## src/rtl/digit_compare_sequencer_pkg.sv

```systemverilog
// Shared encodings for the digit compare sequencer: FSM states and one-hot result codes.
// Optional build macro used by the top: DIGIT_COMPARE_EARLY_EXIT_EN.
package digit_compare_sequencer_pkg;

    typedef enum logic [1:0] {
        IDLE = 2'd0,
        RUN  = 2'd1,
        DONE = 2'd2
    } state_t;

    typedef logic [2:0] res_t;

    // Result order is {gt, lt, eq}
    localparam res_t RES_GT   = 3'b100;
    localparam res_t RES_LT   = 3'b010;
    localparam res_t RES_EQ   = 3'b001;
    localparam res_t RES_NONE = 3'b000;

endpackage

```

## src/rtl/digit_compare_sequencer_nibble_compare.sv

```systemverilog
// Combinational unsigned magnitude compare of two 4-bit digits.
module nibble_compare (
    input  logic [3:0] a,
    input  logic [3:0] b,
    output logic       gt,
    output logic       lt
);

    assign gt = (a > b);
    assign lt = (a < b);

endmodule

```

## src/rtl/digit_compare_sequencer.sv

```systemverilog
// Compares two NUM_DIGITS-nibble operands MSB-first through one shared nibble comparator.
// Build option: define DIGIT_COMPARE_EARLY_EXIT_EN to finish on the first differing digit.
module digit_compare_sequencer
    import digit_compare_sequencer_pkg::*;
#(
    parameter int NUM_DIGITS = 6
) (
    input  logic                    clk,
    input  logic                    rst_n,
    input  logic                    start,
    input  logic [4*NUM_DIGITS-1:0] op_a,
    input  logic [4*NUM_DIGITS-1:0] op_b,
    output logic                    busy,
    output logic                    done,
    output logic                    res_gt,
    output logic                    res_lt,
    output logic                    res_eq
);

    localparam int CNT_W = $clog2(NUM_DIGITS);

    // Handshake: start is accepted only while idle (busy=0, done=0); busy stays high for the
    // whole RUN phase and done pulses for one cycle with res_* already valid. No queuing.
    state_t                       state;
    state_t                       state_nxt;
    logic [CNT_W-1:0]             idx;
    logic [NUM_DIGITS-1:0][3:0]   a_q;
    logic [NUM_DIGITS-1:0][3:0]   b_q;
    res_t                         acc;
    res_t                         acc_nxt;
    res_t                         res_q;
    logic                         dig_gt;
    logic                         dig_lt;

    nibble_compare u_nibble_compare (
        .a  (a_q[idx]),
        .b  (b_q[idx]),
        .gt (dig_gt),
        .lt (dig_lt)
    );

    // Once a higher digit has decided the result, lower digits can no longer change it.
    always_comb begin
        acc_nxt = acc;
        if (acc == RES_EQ) begin
            if (dig_gt) begin
                acc_nxt = RES_GT;
            end else if (dig_lt) begin
                acc_nxt = RES_LT;
            end
        end
    end

    always_ff @(posedge clk) begin
        if (!rst_n) begin
            state <= IDLE;
        end else begin
            state <= state_nxt;
        end
    end

    always_comb begin
        state_nxt = state;
        busy      = 1'b0;
        done      = 1'b0;
        case (state)
            IDLE: begin
                if (start) begin
                    state_nxt = RUN;
                end
            end
            RUN: begin
                busy = 1'b1;
`ifdef DIGIT_COMPARE_EARLY_EXIT_EN
                if (idx == '0 || acc_nxt != RES_EQ) begin
                    state_nxt = DONE;
                end
`else
                if (idx == '0) begin
                    state_nxt = DONE;
                end
`endif
            end
            DONE: begin
                done      = 1'b1;
                state_nxt = IDLE;
            end
            default: begin
                state_nxt = IDLE;
            end
        endcase
    end

    always_ff @(posedge clk) begin
        if (!rst_n) begin
            idx   <= '0;
            a_q   <= '0;
            b_q   <= '0;
            acc   <= RES_NONE;
            res_q <= RES_NONE;
        end else begin
            case (state)
                IDLE: begin
                    if (start) begin
                        a_q <= op_a;
                        b_q <= op_b;
                        idx <= CNT_W'(NUM_DIGITS - 1);
                        acc <= RES_EQ;
                    end
                end
                RUN: begin
                    acc <= acc_nxt;
                    if (idx != '0) begin
                        idx <= idx - 1'b1;
                    end
                    // Results load on the edge entering DONE so they appear together with done.
                    if (state_nxt == DONE) begin
                        res_q <= acc_nxt;
                    end
                end
                default: begin
                end
            endcase
        end
    end

    assign {res_gt, res_lt, res_eq} = res_q;

endmodule
```

## config.mk

```make
export PLATFORM = sky130hd
export DESIGN_NAME = digit_compare_sequencer
export DESIGN_NICKNAME = d
export VERILOG_FILES = /design/src/rtl/digit_compare_sequencer_pkg.sv /design/src/rtl/digit_compare_sequencer_nibble_compare.sv /design/src/rtl/digit_compare_sequencer.sv
export SDC_FILE = /design/constraint.sdc
export NUM_CORES = 1
export LEC_CHECK = 0
export BUFFER_PORTS_ARGS = -buffer_cell sky130_fd_sc_hd__buf_4
export CAP_MARGIN = 20
export CORE_MARGIN = 4
export CORE_UTILIZATION = 47
export CTS_BUF_LIST = sky130_fd_sc_hd__clkbuf_8
export CTS_CLUSTER_SIZE = 12
export DETAILED_ROUTE_END_ITERATION = 10
export PLACE_DENSITY = 0.73
export SLEW_MARGIN = 15
export SYNTH_ARGS = -nofsm -noshare
export SYNTH_HDL_FRONTEND = slang
export SYNTH_HIERARCHICAL = 1
export SYNTH_SLANG_ARGS = --single-unit
export TNS_END_PERCENT = 100
```

## constraint.sdc

```tcl
create_clock -name clk -period 4.05 [get_ports clk]
set_input_delay 0.2025 -clock clk [delete_from_list [all_inputs] [get_ports clk]]
set_output_delay 0.2025 -clock clk [all_outputs]
set_load 0.1 [all_outputs]
```

==> implementation parameters <==
Parameter                              Value

Worst hold path
  Cells on Worst Hold Path    3
  Worst min-delay path endpoint    a_q[1]$_SDFFE_PN0P_
  Worst Min Path Start    op_a[1]
  Path category of the worst min-delay check    primary input to flop

Route
  Avg WL per Cell    12.49 µm
  DRC marker count from the first detailed-route iteration    about 160
  Vias per Instance    5.126
  Number of nets with antenna violations after detailed routing    0
  Routed WL    5634 µm
  Total number of vias    2312
  DRC errors left    0
  First-pass detailed-route iteration total    4

Synth
  Top cells by area, synth    sky130_fd_sc_hd__dfxtp_1 44%, sky130_fd_sc_hd__nand2_1 14%, sky130_fd_sc_hd__a21oi_1 9.9%
  Avg Cell Area, Syn    around 8.2 µm²
  Post-synthesis instance area    2675 µm²
  Number of unique standard cell types used by synthesis    36
  Synth Instances    328
  Leading area contributor after synthesis    sky130_fd_sc_hd__dfxtp_1
  Number of storage elements in the synthesis netlist    59
  Sequential cell area fraction in the yosys report    0.4415
  Proportion of netlist area held by the largest area contributor    0.4415
  Yosys warning count    6
  Net count after synthesis    385

Clocking
  Number of buffers inserted by hold repair at cts    0
  Largest buffer count on any clock path    2
  Clock buffers created by TritonCTS    9
  Clk sinks    59
  Later-pin clock latency in the skew report    ~330 ps
  Clk Tree Root Cell    sky130_fd_sc_hd__clkbuf_8
  Number of resized instances in the post-cts repair step    0
  CTS tree    done
  Reg clk slew, reported paths    70 ps
  Depth of the CTS H-tree    3
  Post-CTS setup buffer count    0

Floorplan
  Chip width    about 83 µm
  Floorplan die area    6962 µm²
  Row cnt    27
  Core ar.    5507 µm²
  Io pins    56
  Initial cell density of the core    0.4858
  DIE HEIGHT    roughly 83 µm

Final layout
  Diodes inserted    0
  Count of placed standard cells in the final layout, fillers left out    around 450
  Final core occ    0.5951
  Net count reported at finish    432
  Area Growth Syn to Fin    22.50%
  Proportion of layout cells with a drive suffix above 1    0.2111

Timing
  Final sum of negative setup slack    0 ps
  Remaining max-slew budget at the tightest pin    0.3616
  RSZ-0062 raised after global routing    no
  Fmax achieved    0.3412 GHz
  Minimum clock period    2931 ps
  Post-route fraction of the period consumed by the critical path    0.7237
  Final slew viol count    0
  Final hold vios    0
  Slew at the pin closest to its max-slew limit    956.6 ps
  Post-Route Skew    5.100 ps
  Setup violation total in the final timing report    0

Setup path
  Data required time at the worst endpoint    4240 ps
  Critical R2R Capture    acc[0]$_SDFFE_PN0P_
  Endpoint arrival time on the critical path    3120 ps
  Count of cells along the worst register-to-register path    11
  Worst-path fanout max    12
  R2r setup slk    1120 ps
  Startpoint type of the worst setup path    flop
  Source of the worst register-to-register timing path    idx[0]$_SDFFE_PN0P_
  Endpoint class of the critical path    flop
  Critical path class    flop to flop

Place
  Final Wtd Congestion    about 0.81
  # port buffers    55
  Post-detail-place hpwl    4045 µm
  Placed insts    436

Job
  Maximum capacitance violations    0

Outcome
  Run status    finished, final reports clean

Power
  Standby leakage power    1.352 nW
  Worst vdd rail ir drop    0.0002670 V
  Power density relative to cell area    439.8 nW/µm²

Global route
  Number of antenna violations at the first check in global routing    0
  Global-route total usage across every layer    0.1691
  Global-route congestion overflow total    0
  Number of global-route vias before repair    2230
  Largest net degree at the start of global routing    50
  Wire length of the first global-routing pass    9784 µm
==> worst max path at each step <==
stage / from / endpoint / cells after the start
after global routing: idx[0]$_SDFFE_PN0P_ / acc[1]$_SDFFE_PN0P_ / 11
after CTS: idx[0]$_SDFFE_PN0P_ / acc[0]$_SDFFE_PN0P_ / 11
after floorplan: idx[0]$_SDFFE_PN0P_ / acc[0]$_SDFFE_PN0P_ / 12
after global placement: idx[0]$_SDFFE_PN0P_ / acc[0]$_SDFFE_PN0P_ / 11
final: idx[0]$_SDFFE_PN0P_ / acc[0]$_SDFFE_PN0P_ / 11
after detailed placement: idx[0]$_SDFFE_PN0P_ / acc[0]$_SDFFE_PN0P_ / 11
==> critical path: stages, from the launching register on <==
cell,delay (ps)
sky130_fd_sc_hd__dfxtp_1,690
sky130_fd_sc_hd__buf_4,320
sky130_fd_sc_hd__buf_4,200
sky130_fd_sc_hd__mux2i_1,220
sky130_fd_sc_hd__o221ai_1,150
sky130_fd_sc_hd__ha_1,300
sky130_fd_sc_hd__nand2_1,60
sky130_fd_sc_hd__o21bai_1,160
sky130_fd_sc_hd__a2bb2oi_1,250
sky130_fd_sc_hd__nor2_1,80
sky130_fd_sc_hd__o31ai_1,260
sky130_fd_sc_hd__a21oi_1,110
==> cells in the final DEF, fill, tap and decap left out, drive strengths merged <==
cell | netlist | routed
o21ai | 4 | 4
nor2b | 3 | 3
a2bb2oi | 1 | 1
buf | 12 | 60
o21bai | 1 | 1
or3 | 8 | 8
o22ai | 1 | 1
clkbuf | 12 | 12
nor2 | 4 | 4
and4bb | 1 | 1
o21ba | 1 | 1
nor3b | 1 | 1
and2 | 1 | 1
ha | 6 | 6
dfxtp | 59 | 59
mux2i | 25 | 25
nand3b | 1 | 1
nor4bb | 1 | 1
a21boi | 1 | 1
o31ai | 1 | 1
nand2b | 3 | 3
or3b | 1 | 1
inv | 8 | 9
a21bo | 1 | 1
o221ai | 8 | 8
o32ai | 1 | 1
a31oi | 3 | 3
nand2 | 103 | 103
nand3 | 2 | 2
clkinv | 1 | 3
a21oi | 53 | 53
==> final cells by class <==
| cell class | instances | area (µm²) |
|---|---|---|
| clock buffers | 12 | 165.2 |
| clock inverters | 3 | 13.76 |
| inverters | 9 | 33.78 |
| flip-flops and latches | 59 | 1181 |
| multi-input cells | 236 | 1343 |
| repair buffers | 60 | 450.4 |
| fillers | 509 | 2230 |
| well taps | 72 | 90.09 |
==> registers in the layout (all words and copies together) (netlist names) <==
signal,cells
a_q,24
acc,3
b_q,24
idx,3
res_q,3
state,2
==> metal layers <==
layer  part of all wire  wire (µm)  track usage  vias to the layer above
li1                   -          -            -                     1205
met1               0.47       2667       0.2098                     1055
met2               0.47       2620       0.2777                       43
met3              0.049        275      0.06151                        9
met4              0.013         71      0.04532                        0
met5                  0          0            0                        -
==> cells by family (layout without fill, tap and decap cells) <==
group                      count (synthesis)  after routing  share of synthesized area
muxes                                     25             25                    0.09355
AOI/OAI and AO/OA                         76             76                     0.1670
buffers and inverters                     33             84                    0.05893
and+or+nand+nor                          129            129                     0.2109
adders and majority gates                  6              6                    0.02806
DFF                                       59             59                     0.4415
==> cells in the mapped netlist (all sizes together) <==
library cell / n
nand2: 103
dfxtp: 59
a21oi: 53
mux2i: 25
buf: 12
clkbuf: 12
inv: 8
o221ai: 8
or3: 8
ha: 6
nor2: 4
o21ai: 4
a31oi: 3
nand2b: 3
nor2b: 3
nand3: 2
a21bo: 1
a21boi: 1
a2bb2oi: 1
and2: 1
and4bb: 1
clkinv: 1
nand3b: 1
nor3b: 1
nor4bb: 1
o21ba: 1
o21bai: 1
o22ai: 1
o31ai: 1
o32ai: 1
or3b: 1
==> metrics by stage <==
step / hold WS, ps / power [mW] / instance area, µm² / setup WS (ps)
CTS: 111.9 / 1.450 / 3277 / 1112
detailed placement: 447.3 / 0.9739 / 3098 / 1110
global route: 110.4 / 1.514 / 3277 / 888.1
finish: 119.6 / 1.441 / 3277 / 1119
global placement: 441.9 / 0.9677 / 3098 / 1226
floorplan: 338.5 / 0.8905 / 2675 / 1606
==> report_power, final <==
| group | switching, mW | internal, mW |
|---|---|---|
| Sequential | 0.0351 | 0.624 |
| Clock | 0.217 | 0.264 |
| Combinational | 0.165 | 0.136 |
Power figures use the tool's default switching activity.
